File: src/rtl/udma_cfg_pkg.sv
// Shared types and field positions for the uDMA configuration-bus master.
package udma_cfg_pkg;

  typedef enum logic [1:0] {
    ST_IDLE   = 2'd0,
    ST_ACCESS = 2'd1,
    ST_RESP   = 2'd2
  } state_e;

  localparam int CFG_ADDR_WIDTH = 5;
  localparam int PERIPH_ID_LSB  = 7;
  localparam int CFG_REG_LSB    = 2;

endpackage

File: src/rtl/udma_cfg_master.sv
// APB slave that turns each APB transfer into one cfg-bus handshake on a
// single uDMA target, with address decode, wait states and a ready timeout.
//
//   state     | meaning
//   ----------+-------------------------------------------------------------
//   ST_IDLE   | waiting for psel; latches address/data/direction on launch
//   ST_ACCESS | one cfg_valid bit high, waiting for ready or the timeout
//   ST_RESP   | response held in r_rdata/r_err, returned on psel & penable
import udma_cfg_pkg::*;

module udma_cfg_master #(
  parameter int APB_ADDR_WIDTH = 12,
  parameter int N_PERIPHS      = 6,
  parameter int TIMEOUT_CYCLES = 16
) (
  input  logic                          clk_i,
  input  logic                          rstn_i,
  input  logic [APB_ADDR_WIDTH-1:0]     paddr_i,
  input  logic [31:0]                   pwdata_i,
  input  logic                          pwrite_i,
  input  logic                          psel_i,
  input  logic                          penable_i,
  output logic [31:0]                   prdata_o,
  output logic                          pready_o,
  output logic                          pslverr_o,
  output logic [31:0]                   cfg_data_o,
  output logic [CFG_ADDR_WIDTH-1:0]     cfg_addr_o,
  output logic                          cfg_rwn_o,
  output logic [N_PERIPHS-1:0]          cfg_valid_o,
  input  logic [N_PERIPHS-1:0][31:0]    cfg_data_i,
  input  logic [N_PERIPHS-1:0]          cfg_ready_i
);

  localparam int ID_W  = APB_ADDR_WIDTH - PERIPH_ID_LSB;
  localparam int CNT_W = $clog2(TIMEOUT_CYCLES + 1);
  // Count value seen in the last ACCESS cycle allowed before the timeout.
  localparam logic [CNT_W-1:0] CNT_LAST = CNT_W'(TIMEOUT_CYCLES - 1);

  state_e                    r_state, w_state_nxt;
  logic [N_PERIPHS-1:0]      r_valid;
  logic                      r_rwn;
  logic [CFG_ADDR_WIDTH-1:0] r_addr;
  logic [31:0]               r_data;
  logic [31:0]               r_rdata;
  logic                      r_err;
  logic [CNT_W-1:0]          r_cnt;

  logic [ID_W-1:0]           w_id;
  logic [N_PERIPHS-1:0]      w_onehot;
  logic                      w_hit;
  logic                      w_ready;
  logic [31:0]               w_rdata_sel;
  logic                      w_apb_acc;
  logic                      w_launch, w_done, w_timeout, w_cnt_clr, w_pready;
  logic                      w_unused_paddr;

  assign w_id           = paddr_i[APB_ADDR_WIDTH-1:PERIPH_ID_LSB];
  assign w_apb_acc      = psel_i & penable_i;
  assign w_ready        = |(r_valid & cfg_ready_i);
  assign w_unused_paddr = ^paddr_i[CFG_REG_LSB-1:0];

  // Peripheral decode; an out-of-range ID yields an all-zero vector.
  always_comb begin
    w_onehot = '0;
    for (int i = 0; i < N_PERIPHS; i++) begin
      w_onehot[i] = (32'(w_id) == i);
    end
  end

  assign w_hit = |w_onehot;

  // Read-data select driven by the active valid bit, avoiding a wide index.
  always_comb begin
    w_rdata_sel = '0;
    for (int i = 0; i < N_PERIPHS; i++) begin
      w_rdata_sel = w_rdata_sel | ({32{r_valid[i]}} & cfg_data_i[i]);
    end
  end

  // State register.
  always_ff @(posedge clk_i or negedge rstn_i) begin
    if (!rstn_i) r_state <= ST_IDLE;
    else         r_state <= w_state_nxt;
  end

  // Next-state and control strobes; ready beats an expiring count.
  always_comb begin
    w_state_nxt = r_state;
    w_launch    = 1'b0;
    w_done      = 1'b0;
    w_timeout   = 1'b0;
    w_cnt_clr   = 1'b0;
    w_pready    = 1'b0;
    case (r_state)
      ST_IDLE: begin
        if (psel_i) begin
          w_launch    = 1'b1;
          w_state_nxt = w_hit ? ST_ACCESS : ST_RESP;
        end
      end
      ST_ACCESS: begin
        if (w_ready) begin
          w_done      = 1'b1;
          w_state_nxt = ST_RESP;
        end else if (r_cnt == CNT_LAST) begin
          w_timeout   = 1'b1;
          w_state_nxt = ST_RESP;
        end
      end
      ST_RESP: begin
        w_pready = w_apb_acc;
        // A dropped psel is an abort: leave without responding.
        if (w_apb_acc || !psel_i) begin
          w_cnt_clr   = 1'b1;
          w_state_nxt = ST_IDLE;
        end
      end
      default: w_state_nxt = ST_IDLE;
    endcase
  end

  // Request and response registers; cfg fields hold until the next launch.
  always_ff @(posedge clk_i or negedge rstn_i) begin
    if (!rstn_i) begin
      r_valid <= '0;
      r_rwn   <= 1'b1;
      r_addr  <= '0;
      r_data  <= '0;
      r_rdata <= '0;
      r_err   <= 1'b0;
    end else begin
      if (w_launch) begin
        r_addr  <= paddr_i[CFG_REG_LSB +: CFG_ADDR_WIDTH];
        r_data  <= pwdata_i;
        r_rwn   <= ~pwrite_i;
        r_valid <= w_onehot;
        if (!w_hit) begin
          r_err   <= 1'b1;
          r_rdata <= '0;
        end
      end
      if (w_done) begin
        r_rdata <= r_rwn ? w_rdata_sel : 32'h0;
        r_err   <= 1'b0;
        r_valid <= '0;
      end
      if (w_timeout) begin
        r_valid <= '0;
        r_err   <= 1'b1;
        r_rdata <= '0;
      end
    end
  end

  // Timeout counter: counts ACCESS cycles without ready.
  always_ff @(posedge clk_i or negedge rstn_i) begin
    if (!rstn_i) begin
      r_cnt <= '0;
    end else if (w_cnt_clr) begin
      r_cnt <= '0;
    end else if (r_state == ST_ACCESS && !w_ready) begin
      r_cnt <= r_cnt + CNT_W'(1);
    end
  end

  assign cfg_valid_o = r_valid;
  assign cfg_rwn_o   = r_rwn;
  assign cfg_addr_o  = r_addr;
  assign cfg_data_o  = r_data;
  assign pready_o    = w_pready;
  assign prdata_o    = w_pready ? r_rdata : 32'h0;
  assign pslverr_o   = w_pready & r_err;

endmodule

File: config.mk
export PLATFORM = sky130hd
export DESIGN_NAME = udma_cfg_master
export DESIGN_NICKNAME = d
export VERILOG_FILES = /design/src/rtl/udma_cfg_pkg.sv /design/src/rtl/udma_cfg_master.sv
export SDC_FILE = /design/constraint.sdc
export NUM_CORES = 1
export LEC_CHECK = 0
export BUFFER_PORTS_ARGS = -buffer_cell sky130_fd_sc_hd__buf_2
export CAP_MARGIN = 20
export CORE_AREA = 2 2 127 129
export CTS_BUF_LIST = sky130_fd_sc_hd__clkbuf_8 sky130_fd_sc_hd__clkbuf_16
export DETAILED_ROUTE_END_ITERATION = 6
export DIE_AREA = 0 0 129 131
export SYNTH_ARGS = -nofsm -noshare
export SYNTH_HDL_FRONTEND = slang
export SYNTH_SLANG_ARGS = --single-unit
File: constraint.sdc
create_clock -name clk_i -period 6.6 [get_ports clk_i]
set_clock_uncertainty 0.15 [all_clocks]
set_input_delay 0.33 -clock clk_i [delete_from_list [all_inputs] [get_ports clk_i]]
set_output_delay 0.33 -clock clk_i [all_outputs]
set_load 0.005 [all_outputs]
* Word level (Yosys, flattened, before mapping)
Cells that the tools add are included.
** Word-level totals
- Input bits :: 247
- Output and inout port bits :: 78
- Word-level logic and storage cells :: 79
- Flip-flop bits (word level) :: 84
** Operators by class
- Equal/unequal tests :: 12
- Reductions and logical operators :: 12
- Add/sub/neg operators :: 1
- Mux-type cells :: 31
- Bitwise logic cells :: 15
** Operator list (number)
- $and A32 B32 Y32 :: 6
- $mux W32 :: 6
- $or A32 B32 Y32 :: 5
- $mux W6 :: 3
- $mux W1 :: 14
- $reduce_or A6 Y1 :: 2
- $eq A5 B2 Y1 const B :: 2
- $eq A5 B3 Y1 const B :: 2
- $mux W2 :: 5
- $mux W5 :: 2
- $and A6 B6 Y6 :: 1
- $pmux W2 S3 :: 1
- $add A5 B1 Y5 const B :: 1
- $eq A5 B1 Y1 const B :: 1
- $eq A5 B4 Y1 const B :: 1
- $logic_not A5 Y1 :: 1
- $ne A2 B2 Y1 const B :: 2
- $ne A3 B1 Y1 const B :: 1
- $ne A3 B3 Y1 const B :: 1
- $reduce_and A3 Y1 :: 1
- $reduce_bool A3 Y1 :: 1
- $and A1 B1 Y1 :: 2
- $eq A2 B1 Y1 const B :: 1
- $eq A2 B2 Y1 const B :: 1
- other kinds (7) :: 8

* Longest topological paths before layout
- Word-level depth :: 9
- Gate-level depth with buffers :: 8
- Depth with buffers taken out :: 7

* Least setup slack after synthesis
OpenSTA, ideal clock, no wires.
- Path kind :: register to register
- From :: register r_cnt[0]
- To :: register r_rdata[10]
- Path buffers :: 1
- Path slack :: 4.532 ns
- Data arrival time :: 1.852 ns
- Required time :: 6.384 ns
- Library setup time :: 0.066 ns
- Cell stages (with the launch flop) :: 9
- Clock period less this slack :: 2.068 ns
- Cell sequence :: dfrtp_1 > ha_1 > and3_1 > ha_1 > a221oi_1 > a311oi_1 > a21oi_2 > buf_2 > a22o_1
** On the way
- Cells in the longest elaborated chain, start to end :: 6
- Elaborated cells between the ends (all ways) :: 8
- Those cells by class :: eq/ne (2); mux (4); reduce/logical (2)
** Ends and longest elaborated chain
- start: declaration :: line udma_cfg_master.sv:46 : logic [CNT_W-1:0] r_cnt;
- start signal: assignment :: line udma_cfg_master.sv:162 : r_cnt <= r_cnt + CNT_W'(1);
- $eq A5 B4 Y1 (*) :: line udma_cfg_master.sv:105 : end else if (r_cnt == CNT_LAST) begin
- $mux W1 (*) :: line udma_cfg_master.sv:105
- $mux W1 (*) :: line udma_cfg_master.sv:102 : if (w_ready) begin
- $mux W1 (*) :: line udma_cfg_master.sv:94 : case (r_state)
- $ne A3 B1 Y1 (no line) or $reduce_bool A3 Y1 (tied branches)
- $reduce_and A2 Y1 (no line)
- end signal: assignment :: line udma_cfg_master.sv:143 : r_rdata <= r_rwn ? w_rdata_sel : 32'h0;
- end: declaration :: line udma_cfg_master.sv:44 : logic [31:0] r_rdata;
Mark *: on every way between the ends. The rest lies on a longest branch, timed or not.
A chain may end at the register's enable or synchronous reset.

* Worst setup path in the final report
- From :: register r_cnt[0]
- To :: register r_rdata[21]
The elaborated chain is that of the path after synthesis.

==> metrics <==
I/O pin count=325; net count of the mapped netlist=735; worst hold path stage count=3; initial antenna violation count=6; class of the most critical setup path=reg -> reg; ratio of final minimum period to clock period=41.2%; clock insertion delay at the later pin of the skew report=330 ps; count of cell types in the netlist=33; core area=15600 um2; synthesized instance count=486; DR DRC count=0; mean instance size in the synthesized netlist=9.12 um2; netlist area before placement=4430 um2; total grt overflow=0; result of the run=finished clean; crit path capture=r_rdata[21]; cell total after placement=992; crit path launch type=flop; Synth area leader=dfrtp_1; Via density=4.90; count of standard-cell rows=46; crit path from=r_cnt[0]; sum of negative setup slack=0 ps; kind of end point of the critical path=flop; sinks on the clock net=84; Seq cells post-synth=84; post-route non-filler standard cell count=1013; final setup fails=0; shortest period the worst path allows=2720 ps; via count of the first global-routing pass=4859; top cells by area, synth=dfrtp_1 (47%), a22oi_1 (17%), nand2_1 (9.6%); nets@finish=1038; Initial DRC Count=310; DPL Wire Length=13300 um; R2R setup slack=3880 ps; Die Ht=131 um; WP data arrival=2830 ps; starting density of the core=28.4%; TritonCTS clock tree=built; unrepaired setup endpoints after global routing=false; CP Max Fanout=32; post-synth top area share=46.9%; Worst R2R End=r_rdata[21]; layout cell share with drive strength beyond 1=44.6%; Port Buffers=322; detailed-route wire length=18300 um; Max-cap violations=0; vias after detailed routing=4961; area occupied by registers=2100 um2; number of hold-slack violations in the final timing report=0; number of buffers created by CTS=9; final weighted congestion in routability-driven placement=0.780; Req. time, crit path=6710 ps; hold slack final=31.9 ps; H-tree Lvls=3; origin of the critical flop-to-flop path=r_cnt[0]; most frequent cells in the layout=buf_2 (321), nand2_1 (113), a22oi_1 (99); area enclosed by the die boundary=16900 um2; die span in x=129 um; area taken by multi-input logic gates=2150 um2; number of fillers in the final layout=1631; CTS max path bufs=2; buffers inserted by post-CTS timing repair=0; CTS clock-pin slew for the worst setup and hold paths=70 ps; commonest non-fill, non-tap cell in the layout=buf_2; peak ir drop on the vdd network=0.000133 V; Seq/Total Area, Yosys=47.4%; iteration count of the initial detailed-routing pass=5; number of warning messages in the yosys log=0; worst slew margin relative to its limit=38.7%; WL/cell=18.0 um; highest achievable clock rate=0.368 GHz; CTS root buf=clkbuf_16; P&R area growth vs syn=48.0%; global-route wire length before repair=26600 um; actual transition at the worst max-transition pin=918 ps; worst hold-check path type=in -> reg; remaining antenna violation count after routing=0; number of cells traversed by the worst register-to-register path=7; largest net degree at the start of global routing=47; GR Util All Layers=20.8%; Leakage=3.57 nW; max-slew violation count=0; cell area power density=233 nW/um2
-- flip-flops by register name, summed over array words and instances, names as in the netlist --
| register | count |
|---|---|
| cfg_data_o | 32 |
| r_rdata | 32 |
| cfg_valid_o | 6 |
| cfg_addr_o | 5 |
| r_cnt | 5 |
| r_state | 2 |
| cfg_rwn_o | 1 |
| r_err | 1 |
-- power by group --
group,internal [mW],leakage (nW),total (mW),switching [mW]
combinational,0.173,2.32,0.383,0.210
sequential,0.598,1.10,0.647,0.0486
clock,0.289,0.152,0.496,0.207
total,1.06,3.57,1.53,0.465
-- stage by stage --
step                      power (mW)  instance area, um2  setup slack (ps)  utilization, %
after floorplan                0.826                4430              4530               -
after global placement          1.04                6250              3890            40.0
after detailed placement        1.04                6250              3870            40.0
after CTS                       1.55                6550              3840            42.0
after global routing            1.63                6560              3720            42.0
final                           1.53                6560              3880            42.1
-- kinds of logic after synthesis --
kind of cell             share of synthesized area (%)
AO/OA/AOI/OAI                                     27.0
XOR/XNOR                                         0.198
adder cells (fa/ha/maj)                          0.564
buffers and inverters                             4.46
flip-flops                                        47.4
AND/OR/NAND/NOR                                   20.4
-- cells in the mapped netlist --
| master | number |
|---|---|
| and2_1 | 34 |
| nor2_1 | 2 |
| a311oi_1 | 1 |
| buf_2 | 8 |
| a22oi_1 | 99 |
| a21oi_1 | 1 |
| inv_1 | 7 |
| or3b_1 | 1 |
| o22ai_1 | 1 |
| clkbuf_1 | 33 |
| a31oi_1 | 1 |
| a21oi_2 | 1 |
| nand3_1 | 36 |
| and3_1 | 2 |
| o21ai_0 | 3 |
| o31ai_1 | 2 |
| or3_4 | 1 |
| nand2_1 | 113 |
| nor2_2 | 1 |
| a22o_1 | 34 |
| a221oi_1 | 2 |
| nor3_1 | 3 |
| a32o_1 | 4 |
| dfrtp_1 | 83 |
| nor2b_1 | 1 |
| buf_1 | 2 |
| xnor2_1 | 1 |
| nand4_1 | 1 |
| o211ai_1 | 3 |
| a211o_1 | 1 |
| dfstp_2 | 1 |
| ha_1 | 2 |
| nor3b_2 | 1 |
-- layout make-up --
| type | count | share of cell area (%) |
|---|---|---|
| repair buffers | 335 | 26.2 |
| well taps | 216 | 4.12 |
| clock inverters | 7 | 0.935 |
| inverters | 7 | 0.401 |
| diodes | 3 | 0.114 |
| flip-flops and latches | 84 | 32.1 |
| clock buffers | 9 | 3.43 |
| multi-input cells | 352 | 32.8 |
-- metal layers --
layer  vias up  part of all wire (%)  GRT usage [%]
met3        22                   8.3           5.42
met5         -                  0.15              0
met2       226                    47           34.6
met4         4                   1.7           6.97
met1      2326                    43           26.5
li1       2383                     -              -
-- worst max-delay path, stage by stage (launching register included) --
cell      delay (ps)
dfrtp_1          410
ha_1             210
and3_1           180
ha_1             210
a221oi_1         230
a311oi_1         220
a21oi_4          740
a22o_1           270
-- timing repair --
action | CTS | global route
resized for setup | 0 | 0
endpoints found under the hold margin | 39 | 0
hold buffers | 2 | 0
-- worst min-delay path by stage --
stage                     slack [ps]        endpoint         start
final                             30  cfg_data_o[29]  pwdata_i[29]
after global routing              20  cfg_data_o[29]  pwdata_i[29]
after CTS                         10  cfg_data_o[29]  pwdata_i[29]
after detailed placement         190  cfg_data_o[30]        rstn_i
after global placement           190  cfg_data_o[21]        rstn_i
after floorplan                 -120   cfg_addr_o[0]        rstn_i
(Power assumes the default switching activity.)
